===== config.mk =====
export PLATFORM = sky130hd
export DESIGN_NAME = imm_gen_pipe
export DESIGN_NICKNAME = d
export VERILOG_FILES = /design/src/rtl/imm_gen_pipe.sv
export SDC_FILE = /design/constraint.sdc
export NUM_CORES = 1
export LEC_CHECK = 0
export CAP_MARGIN = 20
export CORE_ASPECT_RATIO = 1.2
export CORE_MARGIN = 8
export CORE_UTILIZATION = 54
export DETAILED_ROUTE_END_ITERATION = 10
export HOLD_SLACK_MARGIN = 0.05
export PLACE_DENSITY = 0.86
export SLEW_MARGIN = 20
export SYNTH_ARGS = -nofsm -noshare
export SYNTH_HDL_FRONTEND = slang
export SYNTH_SLANG_ARGS = --single-unit

===== constraint.sdc =====
create_clock -name clk -period 12.5 [get_ports clk]
set_input_delay 2.5 -clock clk [delete_from_list [all_inputs] [get_ports clk]]
set_output_delay 2.5 -clock clk [all_outputs]
set_load 0.02 [all_outputs]

===== src/rtl/imm_gen_pipe.sv =====
// Decode-stage immediate generator with an in-order output FIFO and flush support.
// Optional IMM_GEN_CSR_ZIMM_EN adds out_zimm (CSR*I uimm) carried per FIFO entry.
module imm_gen_pipe #(
    parameter int XLEN  = 32,
    parameter int DEPTH = 2,
    parameter int TAG_W = 32
) (
    input  logic             clk,
    input  logic             rst,
    input  logic             flush,
    input  logic             in_valid,
    output logic             in_ready,
    input  logic [31:0]      in_instr,
    input  logic [2:0]       in_imm_control,
    input  logic [TAG_W-1:0] in_tag,
    output logic             out_valid,
    input  logic             out_ready,
    output logic [XLEN-1:0]  out_imm,
    output logic [11:0]      out_imm_csr,
    output logic [TAG_W-1:0] out_tag,
`ifdef IMM_GEN_CSR_ZIMM_EN
    output logic [4:0]       out_zimm,
`endif
    output logic             out_illegal
);

    localparam int PTR_W = (DEPTH > 1) ? $clog2(DEPTH) : 1;
    localparam int CNT_W = $clog2(DEPTH + 1);

    logic [XLEN-1:0]  imm_d;
    logic             ill_d;
    logic [31:0]      sx_val;
    logic             use_sx;
    logic [XLEN-1:0]  mem_imm [DEPTH];
    logic [11:0]      mem_csr [DEPTH];
    logic [TAG_W-1:0] mem_tag [DEPTH];
    logic             mem_ill [DEPTH];
    logic [PTR_W-1:0] wr_ptr;
    logic [PTR_W-1:0] rd_ptr;
    logic [CNT_W-1:0] count;
    logic             push;
    logic             pop;
    logic             unused_instr_bits;

    // Opcode bits never feed any immediate format.
    assign unused_instr_bits = ^in_instr[6:0];

    // Sign-extending formats build a 32-bit value first, then widen to XLEN.
    always_comb begin
        imm_d  = '0;
        ill_d  = 1'b0;
        sx_val = '0;
        use_sx = 1'b0;
        case (in_imm_control)
            3'b000: begin
                use_sx = 1'b1;
                sx_val = {{20{in_instr[31]}}, in_instr[31:20]};
            end
            3'b001: begin
                use_sx = 1'b1;
                sx_val = {{20{in_instr[31]}}, in_instr[31:25], in_instr[11:7]};
            end
            3'b010: begin
                use_sx = 1'b1;
                sx_val = {in_instr[31:12], 12'b0};
            end
            3'b011: begin
                use_sx = 1'b1;
                sx_val = {{19{in_instr[31]}}, in_instr[31], in_instr[7],
                          in_instr[30:25], in_instr[11:8], 1'b0};
            end
            3'b100: begin
                use_sx = 1'b1;
                sx_val = {{11{in_instr[31]}}, in_instr[31], in_instr[19:12],
                          in_instr[20], in_instr[30:21], 1'b0};
            end
            3'b101: imm_d = '0;
            3'b110: begin
                if (XLEN == 64) imm_d = XLEN'(in_instr[25:20]);
                else            imm_d = XLEN'(in_instr[24:20]);
            end
            default: ill_d = 1'b1;
        endcase
        if (use_sx) imm_d = XLEN'($signed(sx_val));
    end

    assign in_ready  = (count < CNT_W'(DEPTH)) && !flush;
    assign out_valid = (count != '0);
    assign push      = in_valid && in_ready;
    assign pop       = out_valid && out_ready;

    always_ff @(posedge clk) begin
        if (rst) begin
            wr_ptr <= '0;
            rd_ptr <= '0;
            count  <= '0;
        end else if (flush) begin
            wr_ptr <= '0;
            rd_ptr <= '0;
            count  <= '0;
        end else begin
            if (push)
                wr_ptr <= (wr_ptr == PTR_W'(DEPTH - 1)) ? '0 : wr_ptr + PTR_W'(1);
            if (pop)
                rd_ptr <= (rd_ptr == PTR_W'(DEPTH - 1)) ? '0 : rd_ptr + PTR_W'(1);
            if (push && !pop)
                count <= count + CNT_W'(1);
            else if (pop && !push)
                count <= count - CNT_W'(1);
        end
    end

    // Entry storage needs no reset: outputs are gated by out_valid.
    always_ff @(posedge clk) begin
        if (push) begin
            mem_imm[wr_ptr] <= imm_d;
            mem_csr[wr_ptr] <= in_instr[31:20];
            mem_tag[wr_ptr] <= in_tag;
            mem_ill[wr_ptr] <= ill_d;
        end
    end

    assign out_imm     = out_valid ? mem_imm[rd_ptr] : '0;
    assign out_imm_csr = out_valid ? mem_csr[rd_ptr] : '0;
    assign out_tag     = out_valid ? mem_tag[rd_ptr] : '0;
    assign out_illegal = out_valid ? mem_ill[rd_ptr] : 1'b0;

`ifdef IMM_GEN_CSR_ZIMM_EN
    logic [4:0] mem_zimm [DEPTH];
    logic [4:0] zimm_d;

    assign zimm_d = (in_imm_control == 3'b101) ? in_instr[19:15] : 5'd0;

    always_ff @(posedge clk) begin
        if (push) mem_zimm[wr_ptr] <= zimm_d;
    end

    assign out_zimm = out_valid ? mem_zimm[rd_ptr] : 5'd0;
`endif

endmodule


==> run summary, run 1 <==
The number of cells in the finished layout apart from fillers came out at 728. The number of synthesized register bits is 159. The slowest cell on the critical path is sky130_fd_sc_hd__clkdlybuf4s50_1. The final cycle utilization of the critical path is 50.8%. The final global-route overflow total is 0. The count of yosys warnings during synthesis is 0. The width of the die is 116 um. Once placement finished, the instance area stood at 7950 sq um. The average footprint of a synthesized cell came out at 15.5 sq um. The fraction of final layout cells with drive strength greater than 1 is 7.18%.

The largest stage delay on the critical path is 0.65 ns. TritonCTS built the clock tree. Compared with the post-synthesis result, the final layout area differs by 32.6%.

The cell with the most instances after synthesis is sky130_fd_sc_hd__edfxtp_1. The total power draw is 1.25 mW. The achievable clock frequency is 157 MHz.

The kind of launch point of the worst setup path is a primary input. The headroom to the max-slew limit came out at 27.4%. The number of search-and-repair iterations in the first detailed-routing pass came out at 5.

The instance count of the mapped netlist came out at 416. For this design the top-level I/O count stands at 151. The commonest cells after synthesis are sky130_fd_sc_hd__edfxtp_1 (154), sky130_fd_sc_hd__nor2_1 (80), sky130_fd_sc_hd__mux2i_1 (78). The cell area power density is 147 nW/um^2.

The biggest area contributor in the post-synthesis netlist is sky130_fd_sc_hd__edfxtp_1. The wire length of the first global-routing pass is 21.3 mm. Wires add up to 13.8 mm.

The total count of max-transition violations in the final report came out at 0. The total leakage power came out at 2.79 nW. Yosys mapped a number of flops with a built-in enable equal to 154. The longest clock path from root to sink contains 2 buffers. STA classifies the critical path endpoint as a primary output. The number of buffers inserted during clock tree synthesis is 17. Walking the worst path, the cells encountered are clkdlybuf4s50_1 -> nor2_1 -> clkdlybuf4s50_1. The core outline area came out at 11600 sq um.

The setup path with the least slack is of type in2out. The layout has 740 filler cells. For the pin with the worst max-slew slack, the measured transition is 1.09 ns. Setup repair after global routing left no endpoint under its margin. Once detail routing completed, the nets flagged for antenna violations numbered 0. The run finished with clean final reports. The critical path's most frequent cell is sky130_fd_sc_hd__clkdlybuf4s50_1. The smallest hold slack came out at 0.564 ns. The die area came out at 15700 sq um. The number of sinks on the clock net is 159. The number of gates resized after CTS was 0.

After synthesis, the cell types taking the most area are sky130_fd_sc_hd__edfxtp_1 (72%), sky130_fd_sc_hd__mux2i_1 (12%), sky130_fd_sc_hd__nor2_1 (4.7%). The total of hold buffers inserted after clock tree synthesis came out at 0. During placement, the flow inserted port buffers numbering 143. Dividing the detail-routed via count by the number of cells gives 5.34. The number of hold violations in the final report came to 0. The async set or reset register ratio after synthesis is 0%.

STA puts the critical path data arrival time at 3.85 ns. The setup slack of the most critical reg-to-reg path came out at 10.41 ns. CTS placed an instance of sky130_fd_sc_hd__clkbuf_16 at the clock tree root. The total inserted antenna cells is 0. The net count after synthesis came out at 489.

The most used flip-flop cell after synthesis is sky130_fd_sc_hd__edfxtp_1. The number of maximum-capacitance constraint violations is 0. The minimum setup slack after placement came out at 6.14 ns. In this design, the largest share of critical-path delay is due to buffers and inverters. The DRC violations left came out at 0. The synthesized design devotes to its leading area cell type 71.8% of total area.

The min-delay analysis places its worst path in the category reg2reg. The insertion delay of the later-clocked pin in the worst-skew pair came out at 0.42 ns. Post-CTS timing repair inserted 0 buffers for setup. Across the routed clock network, the largest skew measured is 0.0120 ns. The highest net fanout along the worst path came out at 6.

The worst path required time is 10.00 ns. The final sum of negative setup slack is 0 ns. The initial utilization of the core area, before any placement, comes to 55.4%. Entering global routing, the biggest net connects 78 pins. The combined area of all synthesized cells came out at 6440 sq um.

The fraction of the yosys area taken by sequential cells is 73.4%. The clock transition at the registers of the reported paths is 0.06 ns. The initial antenna violation count came to 0.

The overall global routing resource usage is 17.9%. The number of placed instances, taps included came out at 696. In this run the core area contains 43 standard-cell rows. The die is 136 um tall.

The clock tree synthesis step divided the H-tree into 4 levels. The detailed-placement wirelength estimate came out at 8.75 mm. After layout, the minimum clock period comes to 6.35 ns.

The final standard cell utilization of the core is 73.5%. In the final routed layout, each cell accounts on average for 19.0 um. The number of distinct library cells after synthesis is 32. Once layout is done, the placed cells without fillers occupy 8540 sq um.

The buffer and inverter count on the worst path came out at 2. The number of nets in the layout came out at 631. The via count of the first global-routing pass came out at 4219.

The global placement routability congestion is 0.748. The worst setup margin came out at 6.15 ns. The setup violation total in the final timing report is 0. The iteration-0 DRC count of the detailed router came out at 242. The vias after detailed routing is 3886.

The worst-case IR drop observed on VDD is 0.0938 mV.
## tightest hold or removal path, delay by kind of cell, from the launching register on
kind	cells	cell delay (ns)
XOR/XNOR	1	0.08
flip-flops	1	0.32
AND/OR/NAND/NOR	1	0.12
## routing by layer
metal	GRT usage, %	vias to the layer above	part of all wire [%]
li1	-	1824	-
met1	18.9	1894	39
met2	31.4	149	52
met3	6.51	19	8.1
met4	7.80	0	1.6
met5	0	-	0
## placed cells by master, fill, tap and decap left out, types with 2 or more instances in the layout
cell	count
sky130_fd_sc_hd__xnor2_1	2
sky130_fd_sc_hd__dfxtp_1	4
sky130_fd_sc_hd__nand3_1	2
sky130_fd_sc_hd__nor2_1	80
sky130_fd_sc_hd__o21ai_0	13
sky130_fd_sc_hd__nor3_1	4
sky130_fd_sc_hd__nand2_1	12
sky130_fd_sc_hd__clkinv_4	4
sky130_fd_sc_hd__nor2b_4	2
sky130_fd_sc_hd__a22o_1	4
sky130_fd_sc_hd__a21oi_1	2
sky130_fd_sc_hd__buf_4	3
sky130_fd_sc_hd__edfxtp_1	154
sky130_fd_sc_hd__xor2_1	3
sky130_fd_sc_hd__bufinv_16	2
sky130_fd_sc_hd__and2_1	7
sky130_fd_sc_hd__clkbuf_16	17
sky130_fd_sc_hd__nor2b_1	3
sky130_fd_sc_hd__mux2i_1	78
sky130_fd_sc_hd__clkinvlp_4	3
sky130_fd_sc_hd__clkdlybuf4s50_1	143
sky130_fd_sc_hd__a21o_1	8
sky130_fd_sc_hd__inv_6	4
sky130_fd_sc_hd__inv_1	2
## state kept, by name, summed over array words and instances, names as in the netlist, named ones only
signal / count
mem_imm: 64
mem_tag: 64
mem_csr: 24
count: 2
mem_ill: 2
rd_ptr: 1
wr_ptr: 1
## path summary, 6_finish.rpt
path	from	end	depth (start not counted)
setup / recovery	flush	in_ready	3
hold reg to reg	rd_ptr	flop	2
hold / removal	rd_ptr	flop	2
setup reg to reg	count[1]	mem_imm[0][1]	4
## final cells by class
cell class                      count  area [sq um]  area share [%]
Tap cell                          157           196            2.30
Sequential cell                   159          4730            55.4
Clock buffer                       18           429            5.02
Timing Repair Buffer              146          1450            17.0
Clock inverter                     14           158            1.85
Inverter                            2          7.51          0.0879
Multi-Input combinational cell    232          1570            18.4
## report_power, final
part           switching [mW]  internal (mW)  total, mW
logic                  0.0732         0.0616      0.135
registers             0.00632          0.607      0.614
clock network           0.206          0.297      0.504
total                   0.286          0.966       1.25
## cell families (layout without fill, tap and decap cells)
kind of cell	count (synthesis)	after routing	synth area share [%]
multiplexers	78	78	12.1
AO/OA/AOI/OAI	33	33	3.38
AND/OR/NAND/NOR	115	115	7.69
flip-flops	159	159	73.4
adder cells (fa/ha/maj)	1	1	0.194
buffers and inverters	25	180	2.56
XOR/XNOR	5	5	0.680
Note: power is estimated with default switching activity, not from simulation.
==> run 2: changes to the inputs <==
--- a/config.mk
+++ b/config.mk
@@ -8,10 +8,10 @@
 export CAP_MARGIN = 20
 export CORE_ASPECT_RATIO = 1.2
 export CORE_MARGIN = 8
-export CORE_UTILIZATION = 54
+export CORE_UTILIZATION = 50
 export DETAILED_ROUTE_END_ITERATION = 10
 export HOLD_SLACK_MARGIN = 0.05
-export PLACE_DENSITY = 0.86
+export PLACE_DENSITY = 0.8
 export SLEW_MARGIN = 20
 export SYNTH_ARGS = -nofsm -noshare
 export SYNTH_HDL_FRONTEND = slang
==> constraint.sdc (replaced) <==
create_clock -name clk -period 6.2 [get_ports clk]
set_input_delay 1.24 -clock clk [delete_from_list [all_inputs] [get_ports clk]]
set_output_delay 1.24 -clock clk [all_outputs]
set_load 0.02 [all_outputs]
==> run summary, run 2 (synthesized netlist as in run 1, its figures left out) <==
The slowest cell on the critical path is sky130_fd_sc_hd__dfxtp_4 (was sky130_fd_sc_hd__clkdlybuf4s50_1). The kind of launch point of the worst setup path is a flop (was primary input). The pin count of the biggest net entering global routing was 78 (unchanged). Largest registers ranked by flip-flop count: mem_imm (64), mem_tag (64), mem_csr (24) (unchanged). The classification of the worst-slack hold path is reg2reg (unchanged). The DRC violations left was 0 (unchanged). The insertion delay of the later-clocked pin in the worst-skew pair came to 0.41 ns (was 0.42 ns). Subtracting the final worst setup slack from the clock period gives 4.06 ns.

The die area came out at 16800 sq um (was 15700 sq um). Unrepaired setup endpoints after global routing: no (unchanged). The number of sinks on the clock net came out at 159 (unchanged).

The initial antenna violation count came out at 0 (unchanged). The capturing point of the worst reg2reg path is mem_ill[0] (was mem_imm[0][1]). The I/O pin count came to 151 (unchanged). Status: finished clean (unchanged). The number of hold violations in the final report is 0 (unchanged). The buffer depth of the longest clock path is 2 (unchanged). The global placement routability congestion is 0.750 (was 0.748). The fraction of power consumed by combinational cells is 11.0% (was 10.8%).

The setup violation total in the final timing report came out at 0 (unchanged). The number of maximum-capacitance constraint violations came out at 0 (unchanged). The hold path depth was 2 (unchanged). The detailed-placement wirelength estimate is 8.61 mm (was 8.75 mm). The total of cells resized after clock tree synthesis was 0 (unchanged). The CTS tree is built (unchanged). The path depth of the worst reg2reg path is 4 (unchanged).

Dividing the final minimum period by the clock period gives 65.5%. The number of inserted filler cells in the final layout is 901 (was 740). The overall global routing resource usage is 15.8% (was 17.9%). The worst path required time was 4.96 ns (was 10.00 ns). The critical path class was reg2out (was in2out). The per-cell routed wire length is 18.4 um (was 19.0 um). The final sum of negative setup slack came out at 0 ns (unchanged). The highest net fanout along the worst path is 49 (was 6). The post-CTS setup-driven buffer insertion count came out at 0 (unchanged). The total length of routed wires is 13.5 mm (was 13.8 mm). The number of rows in the core area is 45 (was 43). The cell internal power dissipation came out at 1.90 mW (was 0.966 mW). The core outline area came to 12600 sq um (was 11600 sq um). The fraction of power consumed by sequential logic came out at 50.4% (was 49.0%). The number of search-and-repair iterations in the first detailed-routing pass came out at 4 (was 5).

Top library cells by usage in the layout, fill and taps aside: sky130_fd_sc_hd__edfxtp_1 (154), sky130_fd_sc_hd__clkdlybuf4s50_1 (143), sky130_fd_sc_hd__nor2_1 (80) (unchanged). The total inserted antenna cells came out at 0 (unchanged). The number of nets in the layout is 632 (was 631). The largest stage delay on the critical path came out at 0.91 ns (was 0.65 ns). The width of the die came out at 120 um (was 116 um). The final antenna-violating net count came out at 0 (unchanged). The setup slack of the most critical reg-to-reg path came out at 4.09 ns (was 10.41 ns). The transition time at the pin with the least slew margin came to 1.04 ns (was 1.09 ns). The achievable clock frequency is 246 MHz. The origin of the worst min-delay path is rd_ptr (unchanged).

The count of H-tree levels built during CTS is 4 (unchanged). The total of hold buffers inserted after clock tree synthesis came out at 0 (unchanged). The switching power is 0.557 mW (was 0.286 mW). The number of buffers inserted during clock tree synthesis is 17 (unchanged).

The library cell used as clock root buffer is sky130_fd_sc_hd__clkbuf_16 (unchanged). The port buffer count was 143 (unchanged). The clock transition at the registers of the reported paths was 0.06 ns (about the same). The headroom to the max-slew limit is 31.0% (was 27.4%). The iteration-0 DRC count of the detailed router is 241 (was 242). The setup skew after layout came out at 0.00445 ns (was 0.0120 ns). The ratio of routed vias to standard cells came out at 5.16 (was 5.34). The layout overhead on the synthesized area is 32.5% (was 32.6%). The maximum resistive drop on vdd is 0.187 mV (was 0.0938 mV). The final global-route overflow total came out at 0 (unchanged). The commonest non-fill, non-tap cell in the layout is sky130_fd_sc_hd__edfxtp_1 (unchanged).

The starting utilization of the core area is 51.1% (was 55.4%). The fraction of power consumed by the clock network came out at 38.6% (was 40.2%). The fraction of power spent switching nets came to 22.7% (was 22.8%).

The critical path arrival came out at 2.82 ns (was 3.85 ns). The via count of the first global-routing pass came to 3974 (was 4219). Cell Chain, Critical Path: buf_4 -> mux2i_1 -> nor2_1 -> clkdlybuf4s50_1 (was clkdlybuf4s50_1 -> nor2_1 -> clkdlybuf4s50_1). The launch point of the worst reg-to-reg path was count[1] (unchanged). The fraction of final layout cells with drive strength greater than 1 came to 6.82% (was 7.18%). The wire length of the first global-routing pass was 20.5 mm (was 21.3 mm). The total count of max-transition violations in the final report came out at 0 (unchanged). The vias after detailed routing is 3799 (was 3886).

The height of the die came out at 140 um (was 136 um). The total power draw came out at 2.46 mW (was 1.25 mW). The type of destination of the critical path is a primary output (unchanged). The total leakage power is 2.78 nW (was 2.79 nW). The cell area power density is 288 nW/um^2 (was 147 nW/um^2).
==> run 2: changes by cell type in the layout (fill, tap and decap cells not counted), sizes merged <==
| cell | before | now |
|---|---|---|
| clkinvlp | 3 | 4 |
| clkinv | 5 | 6 |
| buf | 3 | 4 |
| inv | 6 | 5 |
| bufinv | 2 | 1 |
==> run 2: area by class of cell <==
type	instances	area, sq um	share of cell area (%)
clock inverters	14	116	1.36
well taps	164	205	2.40
clock buffers	18	429	5.03
inverters	2	7.51	0.0880
multi-input cells	232	1570	18.4
flip-flops and latches	159	4730	55.4
repair buffers	147	1480	17.4
==> run 2: routing by layer <==
metal	GRT usage [%]	vias to the layer above	routed length (um)
met4	5.14	0	134
met3	5.63	11	916
met1	17.5	1845	5270
met5	0	-	0
met2	27.4	121	7190
li1	-	1822	-
==> run 2: power groups by stage <==
stage | combinational, mW | clock (mW) | sequential, mW
after CTS | 0.272 | 0.973 | 1.24
after floorplan | 0.140 | 0 | 1.26
after global placement | 0.264 | 0 | 1.26
final | 0.269 | 0.948 | 1.24
after global routing | 0.289 | 1.01 | 1.24
after detailed placement | 0.270 | 0 | 1.26
==> run 2: critical path, delay by kind of cell, from the launching register on <==
kind	cells	cell delay, ns
DFF	1	0.91
and+or+nand+nor	1	0.06
muxes	1	0.27
buffers and inverters	2	1.12
==> run 2: worst max path at each step <==
| stage | start | endpoint | slack (ns) | cells after the start |
|---|---|---|---|---|
| floorplan | flush | mem_csr[0][0] | 0.47 | 3 |
| global placement | flush | in_ready | 2.39 | 3 |
| detailed placement | flush | in_ready | 2.35 | 3 |
| CTS | flop | out_tag[1] | 2.07 | 4 |
| global route | flop | out_tag[1] | 1.97 | 4 |
| finish | flop | out_tag[1] | 2.14 | 4 |
==> run 2: stage by stage <==
stage	cell area, sq um	std cells	hold slack [ns]	utilization [%]	worst slack, ns
after floorplan	6440	416	0.520	-	0.466
after global placement	7960	703	0.541	63.1	2.39
after detailed placement	7960	703	0.553	63.1	2.35
after CTS	8510	735	0.567	67.5	2.07
after global routing	8540	736	0.579	67.7	1.97
final	8540	736	0.564	67.7	2.14
